File: config.mk
export PLATFORM = sky130hd
export DESIGN_NAME = pc_trace_buffer_flat
export DESIGN_NICKNAME = d
export VERILOG_FILES = /design/src/rtl/pc_trace_buffer_pkg.sv /design/src/rtl/pc_trace_buffer_if.sv /design/src/rtl/pc_trace_buffer_fifo.sv /design/src/rtl/pc_trace_buffer.sv /design/src/flat_wrapper.sv
export SDC_FILE = /design/constraint.sdc
export NUM_CORES = 1
export LEC_CHECK = 0
export BUFFER_PORTS_ARGS = -buffer_cell sky130_fd_sc_hd__buf_4
export CAP_MARGIN = 20
export CELL_PAD_IN_SITES_DETAIL_PLACEMENT = 0
export CELL_PAD_IN_SITES_GLOBAL_PLACEMENT = 1
export CORE_MARGIN = 2
export CORE_UTILIZATION = 54
export DETAILED_ROUTE_END_ITERATION = 8
export PLACE_DENSITY_LB_ADDON = 0.1
export REMOVE_ABC_BUFFERS = 1
export SKIP_CTS_REPAIR_TIMING = 1
export SYNTH_ARGS = -nofsm -noshare
export SYNTH_HDL_FRONTEND = slang
export SYNTH_SLANG_ARGS = --single-unit
export TNS_END_PERCENT = 5
File: constraint.sdc
create_clock -name clk -period 6.5 [get_ports clk]
set_clock_uncertainty 0.15 [all_clocks]
set_input_delay 0.975 -clock clk [delete_from_list [all_inputs] [get_ports clk]]
set_output_delay 0.975 -clock clk [all_outputs]
set_load 0.01 [all_outputs]
File: src/rtl/pc_trace_buffer_pkg.sv
// Shared definitions for the PC trace buffer: trigger FSM encoding and
// the default trace entry layout.
package trace_pkg;

   localparam int XLEN_DEF    = 32;
   localparam int TS_W_DEF    = 16;
   localparam int ENTRY_W_DEF = XLEN_DEF + TS_W_DEF;

   typedef enum logic [1:0] {
      TR_IDLE    = 2'd0,
      TR_ARMED   = 2'd1,
      TR_CAPTURE = 2'd2,
      TR_STOPPED = 2'd3
   } tr_state_e;

   typedef struct packed {
      logic [XLEN_DEF-1:0] pc;
      logic [TS_W_DEF-1:0] ts;
   } trace_entry_t;

endpackage

File: src/rtl/pc_trace_buffer_if.sv
// Writeback capture and trace drain stream between the core/debug path
// and the trace buffer.
interface pc_trace_buffer_if #(
   parameter int XLEN = 32,
   parameter int TS_W = 16
) ();

   logic            wb_valid;
   logic [XLEN-1:0] wb_pc;
   logic            out_valid;
   logic            out_ready;
   logic [XLEN-1:0] out_pc;
   logic [TS_W-1:0] out_ts;

   modport master (
      output wb_valid, wb_pc, out_ready,
      input  out_valid, out_pc, out_ts
   );

   modport slave (
      input  wb_valid, wb_pc, out_ready,
      output out_valid, out_pc, out_ts
   );

endinterface

File: src/rtl/pc_trace_buffer_fifo.sv
// First-word-fall-through synchronous FIFO; a push into a full FIFO is
// accepted only when a pop happens in the same cycle.
module trace_fifo #(
   parameter int W     = 48,
   parameter int DEPTH = 16
) (
   input  logic         clk,
   input  logic         rst,
   input  logic         push,
   input  logic         pop,
   input  logic [W-1:0] din,
   output logic [W-1:0] dout,
   output logic         full,
   output logic         empty
);

   localparam int AW = $clog2(DEPTH);
   localparam logic [AW:0] PTR_ONE = {{AW{1'b0}}, 1'b1};

   logic [AW:0]  wr_ptr_r;
   logic [AW:0]  rd_ptr_r;
   logic [W-1:0] mem_r [DEPTH];
   logic         push_ok_s;
   logic         pop_ok_s;

   // Extra MSB on the pointers tells a full buffer from an empty one.
   assign empty     = (wr_ptr_r == rd_ptr_r);
   assign full      = (wr_ptr_r[AW] != rd_ptr_r[AW]) &&
                      (wr_ptr_r[AW-1:0] == rd_ptr_r[AW-1:0]);
   assign pop_ok_s  = pop && !empty;
   assign push_ok_s = push && (!full || pop_ok_s);

   // Read/write pointer registers.
   always_ff @(posedge clk or negedge rst) begin
      if (!rst) begin
         wr_ptr_r <= '0;
         rd_ptr_r <= '0;
      end else begin
         if (push_ok_s) begin
            wr_ptr_r <= wr_ptr_r + PTR_ONE;
         end
         if (pop_ok_s) begin
            rd_ptr_r <= rd_ptr_r + PTR_ONE;
         end
      end
   end

   // Entry storage; contents are don't-care until written.
   always_ff @(posedge clk) begin
      if (push_ok_s) begin
         mem_r[wr_ptr_r[AW-1:0]] <= din;
      end
   end

   // Head word, forced to zero while empty so stale data never shows.
   always_comb begin
      if (empty) begin
         dout = '0;
      end else begin
         dout = mem_r[rd_ptr_r[AW-1:0]];
      end
   end

endmodule

File: src/rtl/pc_trace_buffer.sv
// Writeback PC tracer: trigger FSM, change/every filter, timestamping and
// overflow accounting in front of an FWFT trace FIFO.
module pc_trace_buffer
   import trace_pkg::*;
#(
   parameter int XLEN   = 32,
   parameter int DEPTH  = 16,
   parameter int TS_W   = 16,
   parameter int DROP_W = 16
) (
   input  logic              clk,
   input  logic              rst,
   input  logic              en,
   input  logic              mode,
   input  logic              use_trigger,
   input  logic [XLEN-1:0]   trig_start_pc,
   input  logic [XLEN-1:0]   trig_stop_pc,
   pc_trace_buffer_if.slave  trace_if,
   output logic [DROP_W-1:0] drop_cnt,
   output logic              full,
   output logic [1:0]        state
);

   localparam int ENTRY_W = XLEN + TS_W;
   localparam logic [TS_W-1:0]   TS_ONE   = {{(TS_W-1){1'b0}}, 1'b1};
   localparam logic [DROP_W-1:0] DROP_ONE = {{(DROP_W-1){1'b0}}, 1'b1};

   tr_state_e           state_r;
   tr_state_e           state_nxt_s;
   logic [TS_W-1:0]     ts_r;
   logic [XLEN-1:0]     last_pc_r;
   logic [DROP_W-1:0]   drop_cnt_r;
   logic                cap_s;
   logic                start_hit_s;
   logic                stop_hit_s;
   logic                filt_pass_s;
   logic                pop_s;
   logic                fifo_full_s;
   logic                fifo_empty_s;
   logic [ENTRY_W-1:0]  fifo_din_s;
   logic [ENTRY_W-1:0]  fifo_dout_s;

   assign start_hit_s = trace_if.wb_valid && (trace_if.wb_pc == trig_start_pc);
   assign stop_hit_s  = trace_if.wb_valid && (trace_if.wb_pc == trig_stop_pc);
   assign filt_pass_s = trace_if.wb_valid && (mode || (trace_if.wb_pc != last_pc_r));

   // Trigger FSM next state and capture decision; trigger hits log regardless of mode.
   always_comb begin
      state_nxt_s = state_r;
      cap_s       = 1'b0;
      if (!en) begin
         state_nxt_s = TR_IDLE;
      end else begin
         case (state_r)
            TR_IDLE: begin
               if (use_trigger) begin
                  state_nxt_s = TR_ARMED;
               end else begin
                  state_nxt_s = TR_CAPTURE;
               end
            end
            TR_ARMED: begin
               if (start_hit_s) begin
                  state_nxt_s = TR_CAPTURE;
                  cap_s       = 1'b1;
               end else begin
                  state_nxt_s = TR_ARMED;
               end
            end
            TR_CAPTURE: begin
               if (use_trigger && stop_hit_s) begin
                  state_nxt_s = TR_STOPPED;
                  cap_s       = 1'b1;
               end else begin
                  state_nxt_s = TR_CAPTURE;
                  cap_s       = filt_pass_s;
               end
            end
            TR_STOPPED: begin
               state_nxt_s = TR_STOPPED;
            end
            default: begin
               state_nxt_s = TR_IDLE;
            end
         endcase
      end
   end

   // State, timestamp and last-seen PC registers.
   always_ff @(posedge clk or negedge rst) begin
      if (!rst) begin
         state_r   <= TR_IDLE;
         ts_r      <= '0;
         last_pc_r <= '0;
      end else begin
         state_r <= state_nxt_s;
         ts_r    <= ts_r + TS_ONE;
         if (en && trace_if.wb_valid) begin
            last_pc_r <= trace_if.wb_pc;
         end
      end
   end

   assign pop_s      = !fifo_empty_s && trace_if.out_ready;
   assign fifo_din_s = {trace_if.wb_pc, ts_r};

   // Saturating count of captures lost to a full FIFO with no pop to make room.
   always_ff @(posedge clk or negedge rst) begin
      if (!rst) begin
         drop_cnt_r <= '0;
      end else begin
         if (cap_s && fifo_full_s && !pop_s && (drop_cnt_r != '1)) begin
            drop_cnt_r <= drop_cnt_r + DROP_ONE;
         end
      end
   end

   trace_fifo #(
      .W     (ENTRY_W),
      .DEPTH (DEPTH)
   ) u_fifo (
      .clk   (clk),
      .rst   (rst),
      .push  (cap_s),
      .pop   (pop_s),
      .din   (fifo_din_s),
      .dout  (fifo_dout_s),
      .full  (fifo_full_s),
      .empty (fifo_empty_s)
   );

   assign trace_if.out_valid = !fifo_empty_s;
   assign trace_if.out_pc    = fifo_dout_s[ENTRY_W-1:TS_W];
   assign trace_if.out_ts    = fifo_dout_s[TS_W-1:0];
   assign drop_cnt           = drop_cnt_r;
   assign full               = fifo_full_s;
   assign state              = state_r;

endmodule

File: src/flat_wrapper.sv
// flat-port wrapper written by rule: the top's interface ports become plain ports
module pc_trace_buffer_flat import trace_pkg::*;
#(
   parameter int XLEN   = 32,
   parameter int DEPTH  = 16,
   parameter int TS_W   = 16,
   parameter int DROP_W = 16
)
  (clk, rst, en, mode, use_trigger, trig_start_pc, trig_stop_pc, drop_cnt, full, state, trace_if_wb_valid, trace_if_wb_pc, trace_if_out_ready, trace_if_out_valid, trace_if_out_pc, trace_if_out_ts);
  pc_trace_buffer_if #(.XLEN(XLEN), .TS_W(TS_W)) trace_if_i ();
  input  logic clk;
  input  logic rst;
  input  logic en;
  input  logic mode;
  input  logic use_trigger;
  input  logic [XLEN-1:0] trig_start_pc;
  input  logic [XLEN-1:0] trig_stop_pc;
  output logic [DROP_W-1:0] drop_cnt;
  output logic full;
  output logic [1:0] state;
  input wire logic [$bits(trace_if_i.wb_valid)-1:0] trace_if_wb_valid;
  input wire logic [$bits(trace_if_i.wb_pc)-1:0] trace_if_wb_pc;
  input wire logic [$bits(trace_if_i.out_ready)-1:0] trace_if_out_ready;
  output wire logic [$bits(trace_if_i.out_valid)-1:0] trace_if_out_valid;
  output wire logic [$bits(trace_if_i.out_pc)-1:0] trace_if_out_pc;
  output wire logic [$bits(trace_if_i.out_ts)-1:0] trace_if_out_ts;
  assign trace_if_i.wb_valid = trace_if_wb_valid;
  assign trace_if_i.wb_pc = trace_if_wb_pc;
  assign trace_if_i.out_ready = trace_if_out_ready;
  assign trace_if_out_valid = trace_if_i.out_valid;
  assign trace_if_out_pc = trace_if_i.out_pc;
  assign trace_if_out_ts = trace_if_i.out_ts;
  pc_trace_buffer #(.XLEN(XLEN), .DEPTH(DEPTH), .TS_W(TS_W), .DROP_W(DROP_W)) u_core (.clk(clk), .rst(rst), .en(en), .mode(mode), .use_trigger(use_trigger), .trig_start_pc(trig_start_pc), .trig_stop_pc(trig_stop_pc), .trace_if(trace_if_i), .drop_cnt(drop_cnt), .full(full), .state(state));
endmodule
* Word level (Yosys, flattened, before mapping)
Memories as Yosys holds them, arrays and structs flattened.
Cells that the tools add are included.
** Word-level totals
- Bits in registers :: 76
- Bits in writable memories :: 768
- Bits of input ports :: 103
- Output and inout port bits :: 68
- Word-level logic and storage cells :: 51
- Memories kept :: 1
** Cells by class
- Add/sub/neg operators :: 4
- Eq/ne operators :: 10
- Multiplexer cells :: 12
- Reductions and logical operators :: 18
** Memory list
- u_core.u_fifo.mem_r :: words 16, bits a word 48, rd ports 1, clocked after Yosys merged registers in 0, write ports 1, line pc_trace_buffer_fifo.sv:22 : logic [W-1:0] mem_r [DEPTH];
** Operators with widths (count)
- equality test 32 bit :: 2
- two-way mux 48 bit :: 1
- adder 16 x 1 -> 16 bit, second input constant :: 2
- inequality test 32 bit :: 1
- inequality test 16 bit, second input constant :: 1
- logical AND 1 bit :: 12
- adder 5 x 1 -> 5 bit, second input constant :: 2
- one-hot mux 2 bit (4 select lines) :: 1
- two-way mux 1 bit :: 6
- two-way mux 2 bit :: 3
- equality test 5 bit :: 1
- equality test 2 bit, second input constant :: 2
- equality test 4 bit :: 1
- zero test 1 bit :: 3
- equality test 2 x 1 -> 1 bit, second input constant :: 1
- zero test 2 bit :: 1
- logical OR 1 bit :: 2
- one-hot mux 1 bit (2 select lines) :: 1
- inequality test 1 bit :: 1

* Longest topological paths before layout
Gate-level depths: netlist of run 1.
- Word-level depth :: 9
- Mapped depth :: 9
- Gate-level depth less buffers :: 7

* By module
Synthesis of run 1 repeated with hierarchy kept, for this count alone.
** Unflattened totals
- Cells, all modules :: 1624
- Area total of the unflattened synthesis :: 33413.3 um2
** By module, submodules not included
- trace_fifo :: times used 1, cells each 1249, area each 29460.8 um2
- pc_trace_buffer :: times used 1, cells each 375, area each 3952.5 um2

* Worst setup path after synthesis of run 1
No wires, ideal clock.
- Kind :: input port to flip-flop
- Start point :: in trig_stop_pc[23]
- End point :: mem u_core.u_fifo.mem_r[3][0] (enable)
- Library setup time :: 513 ps
- Arrival :: 5549 ps
- Data required time :: 5837 ps
- Path slack :: 288 ps
- Cell stages on the path :: 7
- Path buffers :: 0
- Cells stage by stage :: xor2_1 nor4_1 nand3_1 or4_4 nand3_4 nand4_1 nor3_1
** Between the ends
- Word-level cells in the longest chain between the ends :: 9
** Ends and longest elaborated chain
- start, declared :: line flat_wrapper.sv:17 : input logic [XLEN-1:0] trig_stop_pc;
- equality test 32 bit :: line pc_trace_buffer.sv:44 : assign stop_hit_s = trace_if.wb_valid && (trace_if.wb_pc == trig_stop_pc);
- logical AND 1 bit :: line pc_trace_buffer.sv:44
- logical AND 1 bit :: line pc_trace_buffer.sv:71 : if (use_trigger && stop_hit_s) begin
- two-way mux 1 bit :: line pc_trace_buffer.sv:71
- one-hot mux 1 bit (2 select lines) :: line pc_trace_buffer.sv:54 : case (state_r)
- two-way mux 1 bit :: line pc_trace_buffer.sv:51 : if (!en) begin
- logical AND 1 bit :: line pc_trace_buffer_fifo.sv:31 : assign push_ok_s = push && (!full || pop_ok_s);
- two-way mux 1 bit :: line pc_trace_buffer_fifo.sv:50 : if (push_ok_s) begin
- two-way mux 1 bit (not written as such) :: line pc_trace_buffer_fifo.sv:51 : mem_r[wr_ptr_r[AW-1:0]] <= din;
- end, declared :: line pc_trace_buffer_fifo.sv:22
No other way between the ends.

* Worst setup path after layout of run 1
- Start point :: reg u_core.u_fifo.rd_ptr_r[0]
- End point :: out trace_if_out_pc[28]
** Between the ends
- Word-level cells in the longest chain between the ends :: 2
- Elaborated cells on any way between the ends :: 3
** Ends and longest elaborated chain
- start, declared :: line pc_trace_buffer_fifo.sv:21 : logic [AW:0] rd_ptr_r;
- start signal, assigned :: line pc_trace_buffer_fifo.sv:43 : rd_ptr_r <= rd_ptr_r + PTR_ONE;
- memory (16 x 48 bit) or equality test 5 bit (tied branches)
- two-way mux 48 bit (*) :: line pc_trace_buffer_fifo.sv:57 : if (empty) begin
- end, declared :: line flat_wrapper.sv:25 : output wire logic [$bits(trace_if_i.out_pc)-1:0] trace_if_out_pc;
Every way passes the cells marked *; elsewhere a longest branch is shown, timed or not.

==> results of run 1 <==
==> flip-flops by register name, summed over array words and instances, names as in the netlist <==
| signal | flops |
|---|---|
| u_core.u_fifo.wr_ptr_r | 5 |
| u_core.u_fifo.rd_ptr_r | 5 |
| u_core.last_pc_r | 32 |
| u_core.state | 2 |
| u_core.drop_cnt | 16 |
| u_core.ts_r | 16 |
| u_core.u_fifo.mem_r | 768 |
==> per-stage QoR <==
stage                     TNS [ps]  utilization [%]  power [W]
final                            0             62.8     0.0146
after CTS                        0             62.8     0.0148
after global placement           0             58.5     0.0101
after global routing             0             62.8     0.0151
after detailed placement         0             58.5     0.0101
after floorplan           -2876950                -    0.00914
==> final cells by class <==
type | count | area (um2) | area share, %
sequential | 844 | 25000 | 64.5
multi-input combinational | 619 | 8330 | 21.5
clock buffer | 107 | 2270 | 5.86
timing repair buffer | 203 | 1640 | 4.23
tap | 837 | 1050 | 2.71
clock inverter | 43 | 387 | 0.999
inverter | 14 | 52.6 | 0.136
antenna | 1 | 2.50 | 0.00647
==> metal layers <==
| metal | vias up | wire length (um) |
|---|---|---|
| met5 | - | 0 |
| met3 | 99 | 5110 |
| met4 | 0 | 1670 |
| li1 | 6807 | - |
| met1 | 8639 | 32300 |
| met2 | 629 | 38200 |
==> final timing paths <==
| path | end |
|---|---|
| setup reg to reg | u_core.u_fifo.mem_r[4][5]$_DFFE_PP_ |
| hold reg to reg | u_core.u_fifo.rd_ptr_r[4]$_DFFE_PN0P_ |
| min in group clk | u_core.u_fifo.rd_ptr_r[4]$_DFFE_PN0P_ |
| max in group asynchronous | u_core.u_fifo.rd_ptr_r[2]$_DFFE_PN0P_ |
| hold / removal | u_core.drop_cnt[0]$_DFFE_PN0P_ |
| setup / recovery | trace_if_out_pc[28] |
==> worst max-delay path: stages (launching register included) <==
cell and delay (ps):
dfrtp_4 950, buf_4 610, mux4_2 630, mux4_2 510, nor2b_1 160, buf_4 160
==> cell usage after synthesis (2+ instances only) <==
cell type  instances  area share [%]
nand2b_1           5           0.093
nand3_1           21            0.31
xnor2_1           80             2.1
buf_2             18            0.27
inv_1             14            0.16
o21ai_0            2           0.030
ha_1              11            0.41
mux2_2            33             1.1
xor2_1            52             1.4
nor2b_1           52            0.97
clkbuf_1          42            0.47
and3_1            25            0.47
o221ai_1           2           0.052
and2_1             4           0.074
edfxtp_1         768              69
nor4_1            13            0.24
dfrtp_1           76             5.7
nand2_1           19            0.21
nor3_1             7            0.10
nand4b_1           3           0.078
buf_1              7           0.078
nor2_1            10            0.11
nand4_1           25            0.47
or2_2              2           0.037
buf_4              2           0.045
and2b_1            2           0.045
mux4_2           240              16
==> cells by family (layout without fill, tap and decap cells) <==
| family | Yosys count | in the layout | synth area share, % |
|---|---|---|---|
| flops | 844 | 844 | 74.3 |
| mux | 274 | 274 | 17.2 |
| simple gates | 192 | 192 | 3.35 |
| xor+xnor | 132 | 132 | 3.44 |
| buf+inv | 84 | 367 | 1.05 |
| fa+ha+maj | 11 | 11 | 0.409 |
| compound gates | 10 | 10 | 0.272 |
| other cells | 0 | 1 | 0 |
==> cells in the final DEF, fill, tap and decap left out, drive strengths merged, types with 2 or more instances in the layout <==
cell type	Yosys	layout
xnor2	80	80
mux2	34	34
buf	28	203
inv	14	18
nor3	7	7
and2	4	4
dfrtp	76	76
o21ai	2	2
nand4b	3	3
clkbuf	42	107
mux4	240	240
bufinv	0	4
nor4	13	13
ha	11	11
nand3	22	22
nand2b	5	5
and3	26	26
a31oi	2	2
nor2	10	10
o221ai	2	2
edfxtp	768	768
xor2	52	52
nand2	19	19
and2b	2	2
nand4	25	25
or2	2	2
clkinv	0	35
nor2b	52	52
==> power groups by stage <==
| stage | clock network [W] | registers [W] | logic, W |
|---|---|---|---|
| after floorplan | 0 | 0.00664 | 0.00250 |
| after detailed placement | 0 | 0.00630 | 0.00382 |
| after global routing | 0.00494 | 0.00620 | 0.00400 |
| final | 0.00464 | 0.00618 | 0.00374 |
| after CTS | 0.00474 | 0.00619 | 0.00383 |
| after global placement | 0 | 0.00630 | 0.00383 |
==> results.yml, run 1 <==
logic_synthesis:
  syn-cell-area_um2: 33600
  synth_warnings: 0
  ys_seq_elements: 844
  synth_edf_count: 768
  avgSynthCellArea_um2: 21.7
  seq_area_frac_synth_pct: 74.3
  synth-main-ff-cell: "edfxtp_1"
  synth-async-reset-ratio_pct: 9.00
  ys_types: 39
  syn_inst: 1547
cells_and_area:
  fill_cells: 4284
  final_cells: 2668
  area_growth_pct: 15.1
  stdcell_area_um2: 38700
  fin_nets: 1879
  drive_above_1_share_pct: 34.4
power_and_ir_drop:
  pwr-share-clk_pct: 31.9
  power_switching_w: 0.00395
  vdd_ir_drop_max_mv: 0.357
  pwr_density_cell_nw_per_um2: 376
  swShare_pct: 27.1
  p_leak_nw: 13.0
  seqPwrFrac_pct: 42.4
  intPower_w: 0.0106
  comb_power_share_pct: 25.7
clock_tree:
  cts.sinks: 844
  clk_latency_ps: 640
  clk_pin_slew_ps: 60
  cts-htree-levels: 3
  cts_tree: "built"
  cts_buffer_depth: 3
  cts_buffers: 83
  clockRootBuffer: "clkbuf_16"
timing:
  finalHoldViolations: 0
  whs_ps: 166
  worst_slack_ps: 1640
  tightest_slew_ps: 1140
  finalCriticalPeriod_ps: 4860
  setup_violations: 0
  rsz0062_at_grt: "no"
  drv_slew: 0
  slew_headroom_pct: 24.2
  period_share_pct: 74.8
  fmax_ghz: 0.206
detailed_routing:
  drc: 0
  drtIter0Drc: 1487
  ant_nets: 0
  wl_per_cell_um: 29.0
  via_per_inst: 6.06
  dr.pass1.iters: 5
  vias: 16200
  routed_wl_um: 77300
placement:
  gp_congestion: 0.872
  dp_hpwl_um: 44200
  io_buffers: 170
  dpl_cell_area_um2: 36000
  place_inst: 2517
  dpl_worst_slack_ps: 1710
die:
  die-area_um2: 64300
  ios: 171
  core_area_um2: 61600
  die_w_um: 254
  rows: 91
  die_y_um: 254
  initial_core_util_pct: 54.6
min_path:
  hp-class: "primary input to async pin"
grt:
  grt_busiest_layer: "met2"
  antenna_found_initial: 3
  grt_pass1_wl_um: 113000
  grt_overflow: 0
  met2_usage_pct: 40.4
  use_met3_pct: 4.15
  grt_max_degree: 164
  grt_pass1_vias: 16900
  grt_usage_pct: 24.9
  use_met1_pct: 35.4
critical_path:
  r2r_cells: 7
  cp.arrival_ps: 3740
  crit_path_end_kind: "output pin"
  required_ps: 5370
  start_kind: "flop"
  critPathLaunch: "u_core.u_fifo.rd_ptr_r[0]$_DFFE_PN0P_"
  r2r_slack_ps: 2860
  crit_type: "flop to output pin"
  critPathMaxFanout: 38
  r2r-start: "u_core.u_fifo.rd_ptr_r[0]$_DFFE_PN0P_"
run:
  cap_violations: 0
outcome:
  outcome: "finished, final reports clean"
Note: power is estimated with default switching activity, not from simulation.
==> run 2: changes to the inputs <==
Clock period 6.5 ns to 4.95 ns, I/O delays scaled along.
==> run 2 against run 1 <==
The run now ends with negative hold slack left. Combinational power increased by 33%. Final area increased by 1.0%. Critical path type unchanged. Critical path depth unchanged. Non-clock buffer count increased by 13. Register-to-register slack got worse by 1000 ps. Largest power group unchanged. Clock power increased by 36%.
==> results.yml, run 2 (synthesized netlist as in run 1, its figures left out) <==
die:
  core_area_um2: 61600
  die_y_um: 254
  ios: 171
  die_w_um: 254
  rows: 91
  initial_core_util_pct: 54.6
  die-area_um2: 64300
placement:
  dpl_cell_area_um2: 36300
  gp_congestion: 0.910
  dp_hpwl_um: 43800
  io_buffers: 170
critical_path:
  cp.arrival_ps: 3470
  required_ps: 4060
  crit_type: "flop to output pin"
  r2r_slack_ps: 1850
  start_kind: "flop"
  critPathMaxFanout: 47
  crit_path_end_kind: "output pin"
clock_tree:
  cts-htree-levels: 3
  cts.sinks: 844
  cts_buffers: 84
  clk_pin_slew_ps: 60
  clockRootBuffer: "clkbuf_16"
  cts_buffer_depth: 3
  cts_tree: "built"
  clk_latency_ps: 630
cells_and_area:
  final_common_cell: "edfxtp_1"
  antennaDiodeCount: 0
  area_growth_pct: 16.3
  final_core_util_pct: 63.5
  stdcell_area_um2: 39100
  drive_above_1_share_pct: 34.5
  fin_nets: 1893
  multi_input_area_um2: 8330
  layout_common_cells: "edfxtp_1, mux4_2, buf_4"
  largest_register_ffs: 768
  fill_cells: 4211
  seq_area_um2: 25000
timing:
  whs_ps: -13.3
  slew_headroom_pct: 30.2
  fin_setup_tns_ps: 0
  drv_slew: 0
  finalCriticalPeriod_ps: 4360
  finalHoldViolations: 6
  tightest_slew_ps: 1050
  period_share_pct: 88.1
  setup_violations: 0
  rsz0062_at_grt: "no"
  fmax_ghz: 0.229
detailed_routing:
  dr.pass1.iters: 5
  vias: 16200
  via_per_inst: 6.05
  drc: 0
  routed_wl_um: 76100
  drtIter0Drc: 1339
  ant_nets: 0
  wl_per_cell_um: 28.4
grt:
  grt_overflow: 0
  antenna_found_initial: 2
  grt_pass1_vias: 16900
  grt_pass1_wl_um: 112000
  grt_usage_pct: 24.5
  grt_max_degree: 94
power_and_ir_drop:
  seqPwrFrac_pct: 41.7
  vdd_ir_drop_max_mv: 0.370
  pwr_density_cell_nw_per_um2: 495
  intPower_w: 0.0142
  swShare_pct: 26.7
  pwr-share-clk_pct: 32.5
  comb_power_share_pct: 25.8
  power_switching_w: 0.00516
  p_leak_nw: 13.1
outcome:
  outcome: "finished with violations"
  failed_checks: "negative hold slack"
min_path:
  hp-class: "primary input to async pin"
run:
  cap_violations: 0
==> run 2: changes by cell type in the layout (fill, tap and decap cells not counted), moves of 3 or more <==
cell,delta
buf_12,+17
buf_4,-4
bufinv_16,+4
clkbuf_16,+4
clkbuf_8,-8
clkinv_1,+9
clkinv_2,-4
clkinvlp_4,+3
==> run 2: cell type report <==
cell class                      instances  area share, %
Timing Repair Buffer                  216           4.98
Tap cell                              837           2.68
Multi-Input combinational cell        619           21.3
Clock inverter                         52           1.22
Inverter                               14          0.134
Sequential cell                       844           63.9
Clock buffer                          103           5.77
==> run 2: critical path: stages (launching register included) <==
cell,delay (ps)
dfrtp_4,820
buf_4,700
mux4_2,420
mux4_2,530
nor2b_1,160
buf_4,140
==> run 2: metrics by stage <==
step                hold slack [ps]  setup slack [ps]  total power (W)  cells
global route                   21.3               476           0.0201   2685
CTS                           -12.4               532           0.0196   2684
finish                        -13.3               588           0.0193   2685
detailed placement              331               531           0.0133   2529
floorplan                       297             -6920           0.0116   1477
global placement                330               593           0.0133   2529
==> run 2: power groups by stage <==
stage / sequential [W] / combinational, W / clock [W]
after floorplan: 0.00864 / 0.00296 / 0
final: 0.00806 / 0.00499 / 0.00629
after global placement: 0.00820 / 0.00506 / 0
after CTS: 0.00806 / 0.00510 / 0.00640
after global routing: 0.00807 / 0.00535 / 0.00670
after detailed placement: 0.00821 / 0.00509 / 0
==> run 2: worst paths after layout <==
path / startpoint / end / depth (start not counted)
max reg2reg: u_core.state[0]$_DFF_PN0_ / u_core.u_fifo.mem_r[11][2]$_DFFE_PP_ / 8
min: rst / u_core.last_pc_r[17]$_DFFE_PN0P_ / 1
min in group clk: en / u_core.state[1]$_DFF_PN0_ / 3
min reg2reg: u_core.u_fifo.wr_ptr_r[4]$_DFFE_PN0P_ / u_core.u_fifo.wr_ptr_r[4]$_DFFE_PN0P_ / 1
max: u_core.u_fifo.rd_ptr_r[1]$_DFFE_PN0P_ / trace_if_out_pc[5] / 5
max in group asynchronous: rst / u_core.u_fifo.rd_ptr_r[2]$_DFFE_PN0P_ / 2
==> run 2: routing by layer <==
metal | track usage [%] | up-vias | routed length, um
met3 | 4.81 | 104 | 4800
met1 | 34.9 | 8741 | 32200
met5 | 0 | - | 15
li1 | - | 6835 | -
met2 | 39.0 | 552 | 37400
met4 | 7.64 | 2 | 1770
==> run 3: changes to the inputs <==
Settings changed: MAX_ROUTING_LAYER set to met4.
==> run 3 against run 2 <==
The run still ends with negative hold slack left. Count of clock-buffer cells in the layout unchanged. Final area barely moved. Cell count is essentially flat. Hold slack improved by 2.8 ps. Wire length is essentially flat. Combinational power hardly changed. Total power about the same. Worst setup slack gained 7.8 ps. Via count hardly changed. Critical path type unchanged.
==> results.yml, run 3 (synthesized netlist as in run 1, its figures left out) <==
outcome:
  outcome: "finished with violations"
  failed_checks: "negative hold slack"
cells_and_area:
  fill_cells: 4209
  largest_register_ffs: 768
  final_common_cell: "edfxtp_1"
  drive_above_1_share_pct: 34.5
  fin_nets: 1893
  stdcell_area_um2: 39100
  area_growth_pct: 16.3
  layout_common_cells: "edfxtp_1, mux4_2, buf_4"
detailed_routing:
  wl_per_cell_um: 28.3
  vias: 16200
  dr.pass1.iters: 5
  routed_wl_um: 76200
  drtIter0Drc: 1386
  via_per_inst: 6.04
  drc: 0
  ant_nets: 0
timing:
  finalCriticalPeriod_ps: 4350
  period_share_pct: 88.0
  tightest_slew_ps: 1030
  fin_setup_tns_ps: 0
  finalHoldViolations: 6
  slew_headroom_pct: 31.1
  whs_ps: -10.5
  rsz0062_at_grt: "no"
  setup_violations: 0
  drv_slew: 0
  fmax_ghz: 0.230
placement:
  gp_congestion: 0.926
  dp_hpwl_um: 43800
  io_buffers: 170
  dpl_cell_area_um2: 36300
power_and_ir_drop:
  pwr-share-clk_pct: 32.5
  vdd_ir_drop_max_mv: 0.366
  comb_power_share_pct: 25.8
  power_switching_w: 0.00516
  pwr_density_cell_nw_per_um2: 495
  swShare_pct: 26.7
  seqPwrFrac_pct: 41.7
  p_leak_nw: 13.1
  intPower_w: 0.0142
critical_path:
  r2r-start: "u_core.state[0]$_DFF_PN0_"
  reg2reg_to: "u_core.u_fifo.mem_r[11][2]$_DFFE_PP_"
  critPathSlowestCell: "dfrtp_4"
  critPathCapture: "trace_if_out_pc[7]"
  cp_cell_sequence: "buf_4, mux4_2, mux4_2, nor2b_1, buf_4"
  crit_path_end_kind: "output pin"
  cp.depth: 5
  cp.arrival_ps: 3460
  r2r_slack_ps: 1850
  slowest_delay_ps: 810
  crit_type: "flop to output pin"
  critPathMaxFanout: 47
  r2r_cells: 8
  start_kind: "flop"
  crit_family: "multiplexers"
  required_ps: 4060
  critPathLaunch: "u_core.u_fifo.rd_ptr_r[1]$_DFFE_PN0P_"
  critPathBufInv: 2
clock_tree:
  clk_latency_ps: 630
  cts_tree: "built"
  cts-htree-levels: 3
  clockRootBuffer: "clkbuf_16"
  cts_buffer_depth: 3
  cts.sinks: 844
  cts_buffers: 84
  clk_pin_slew_ps: 60
die:
  initial_core_util_pct: 54.6
  rows: 91
  ios: 171
  die_w_um: 254
  die-area_um2: 64300
  die_y_um: 254
  core_area_um2: 61600
run:
  cap_violations: 0
min_path:
  hp-class: "primary input to async pin"
grt:
  grt_max_degree: 94
  grt_usage_pct: 25.3
  grt_overflow: 0
  grt_pass1_vias: 16800
  grt_pass1_wl_um: 112000
  antenna_found_initial: 2
run 3: cell types whose count changed in the layout (fill, tap and decap cells not counted), sizes merged:
cell and delta:
diode +2
run 3: worst min path at each step:
stage / start / to / slack, ps / depth (start not counted)
2_1_floorplan: rst / u_core.drop_cnt[0]$_DFFE_PN0P_ / 300 / 0
3_3_place_gp: u_core.u_fifo.rd_ptr_r[4]$_DFFE_PN0P_ / u_core.u_fifo.rd_ptr_r[4]$_DFFE_PN0P_ / 330 / 1
3_5_place_dp: u_core.u_fifo.wr_ptr_r[4]$_DFFE_PN0P_ / u_core.u_fifo.wr_ptr_r[4]$_DFFE_PN0P_ / 330 / 1
4_1_cts: rst / u_core.last_pc_r[17]$_DFFE_PN0P_ / -10 / 1
5_1_grt: rst / u_core.last_pc_r[19]$_DFFE_PN0P_ / 20 / 1
6_report: rst / u_core.last_pc_r[17]$_DFFE_PN0P_ / -10 / 1
run 3: routing by layer:
metal / GRT usage, % / share of wire (%) / vias to the layer above
met4: 7.64 / 2.3 / 0
met1: 34.9 / 42 / 8755
met2: 39.1 / 49 / 539
met5: - / 0 / -
li1: - / - / 6838
met3: 4.71 / 6.2 / 105
run 3: worst register-to-register path, delay by kind of cell (launching register included):
family | cells | cell delay (ps)
AND/OR/NAND/NOR | 5 | 1600
flip-flops | 1 | 430
buffers and inverters | 2 | 380
adder cells (fa/ha/maj) | 1 | 220
run 3: power by group through the flow:
stage               Sequential (W)  Combinational [W]  Clock, W
detailed placement         0.00821            0.00509         0
floorplan                  0.00864            0.00296         0
CTS                        0.00806            0.00510   0.00640
global placement           0.00820            0.00506         0
global route               0.00807            0.00535   0.00670
finish                     0.00805            0.00499   0.00629
run 3: layout make-up:
cell class | instances | area (um2) | area share (%)
Antenna cell | 2 | 5.00 | 0.0128
Clock buffer | 103 | 2260 | 5.77
Clock inverter | 52 | 477 | 1.22
Inverter | 14 | 52.6 | 0.134
Multi-Input combinational cell | 619 | 8330 | 21.3
Sequential cell | 844 | 25000 | 63.9
Tap cell | 837 | 1050 | 2.68
Timing Repair Buffer | 216 | 1950 | 4.98
run 3: stage by stage:
stage / total power, W / cells / utilization [%] / setup WS, ps
after floorplan: 0.0116 / 1477 / - / -6920
after global placement: 0.0133 / 2529 / 59.0 / 593
after CTS: 0.0196 / 2684 / 63.4 / 532
after global routing: 0.0201 / 2686 / 63.5 / 467
after detailed placement: 0.0133 / 2529 / 59.0 / 531
final: 0.0193 / 2687 / 63.5 / 596
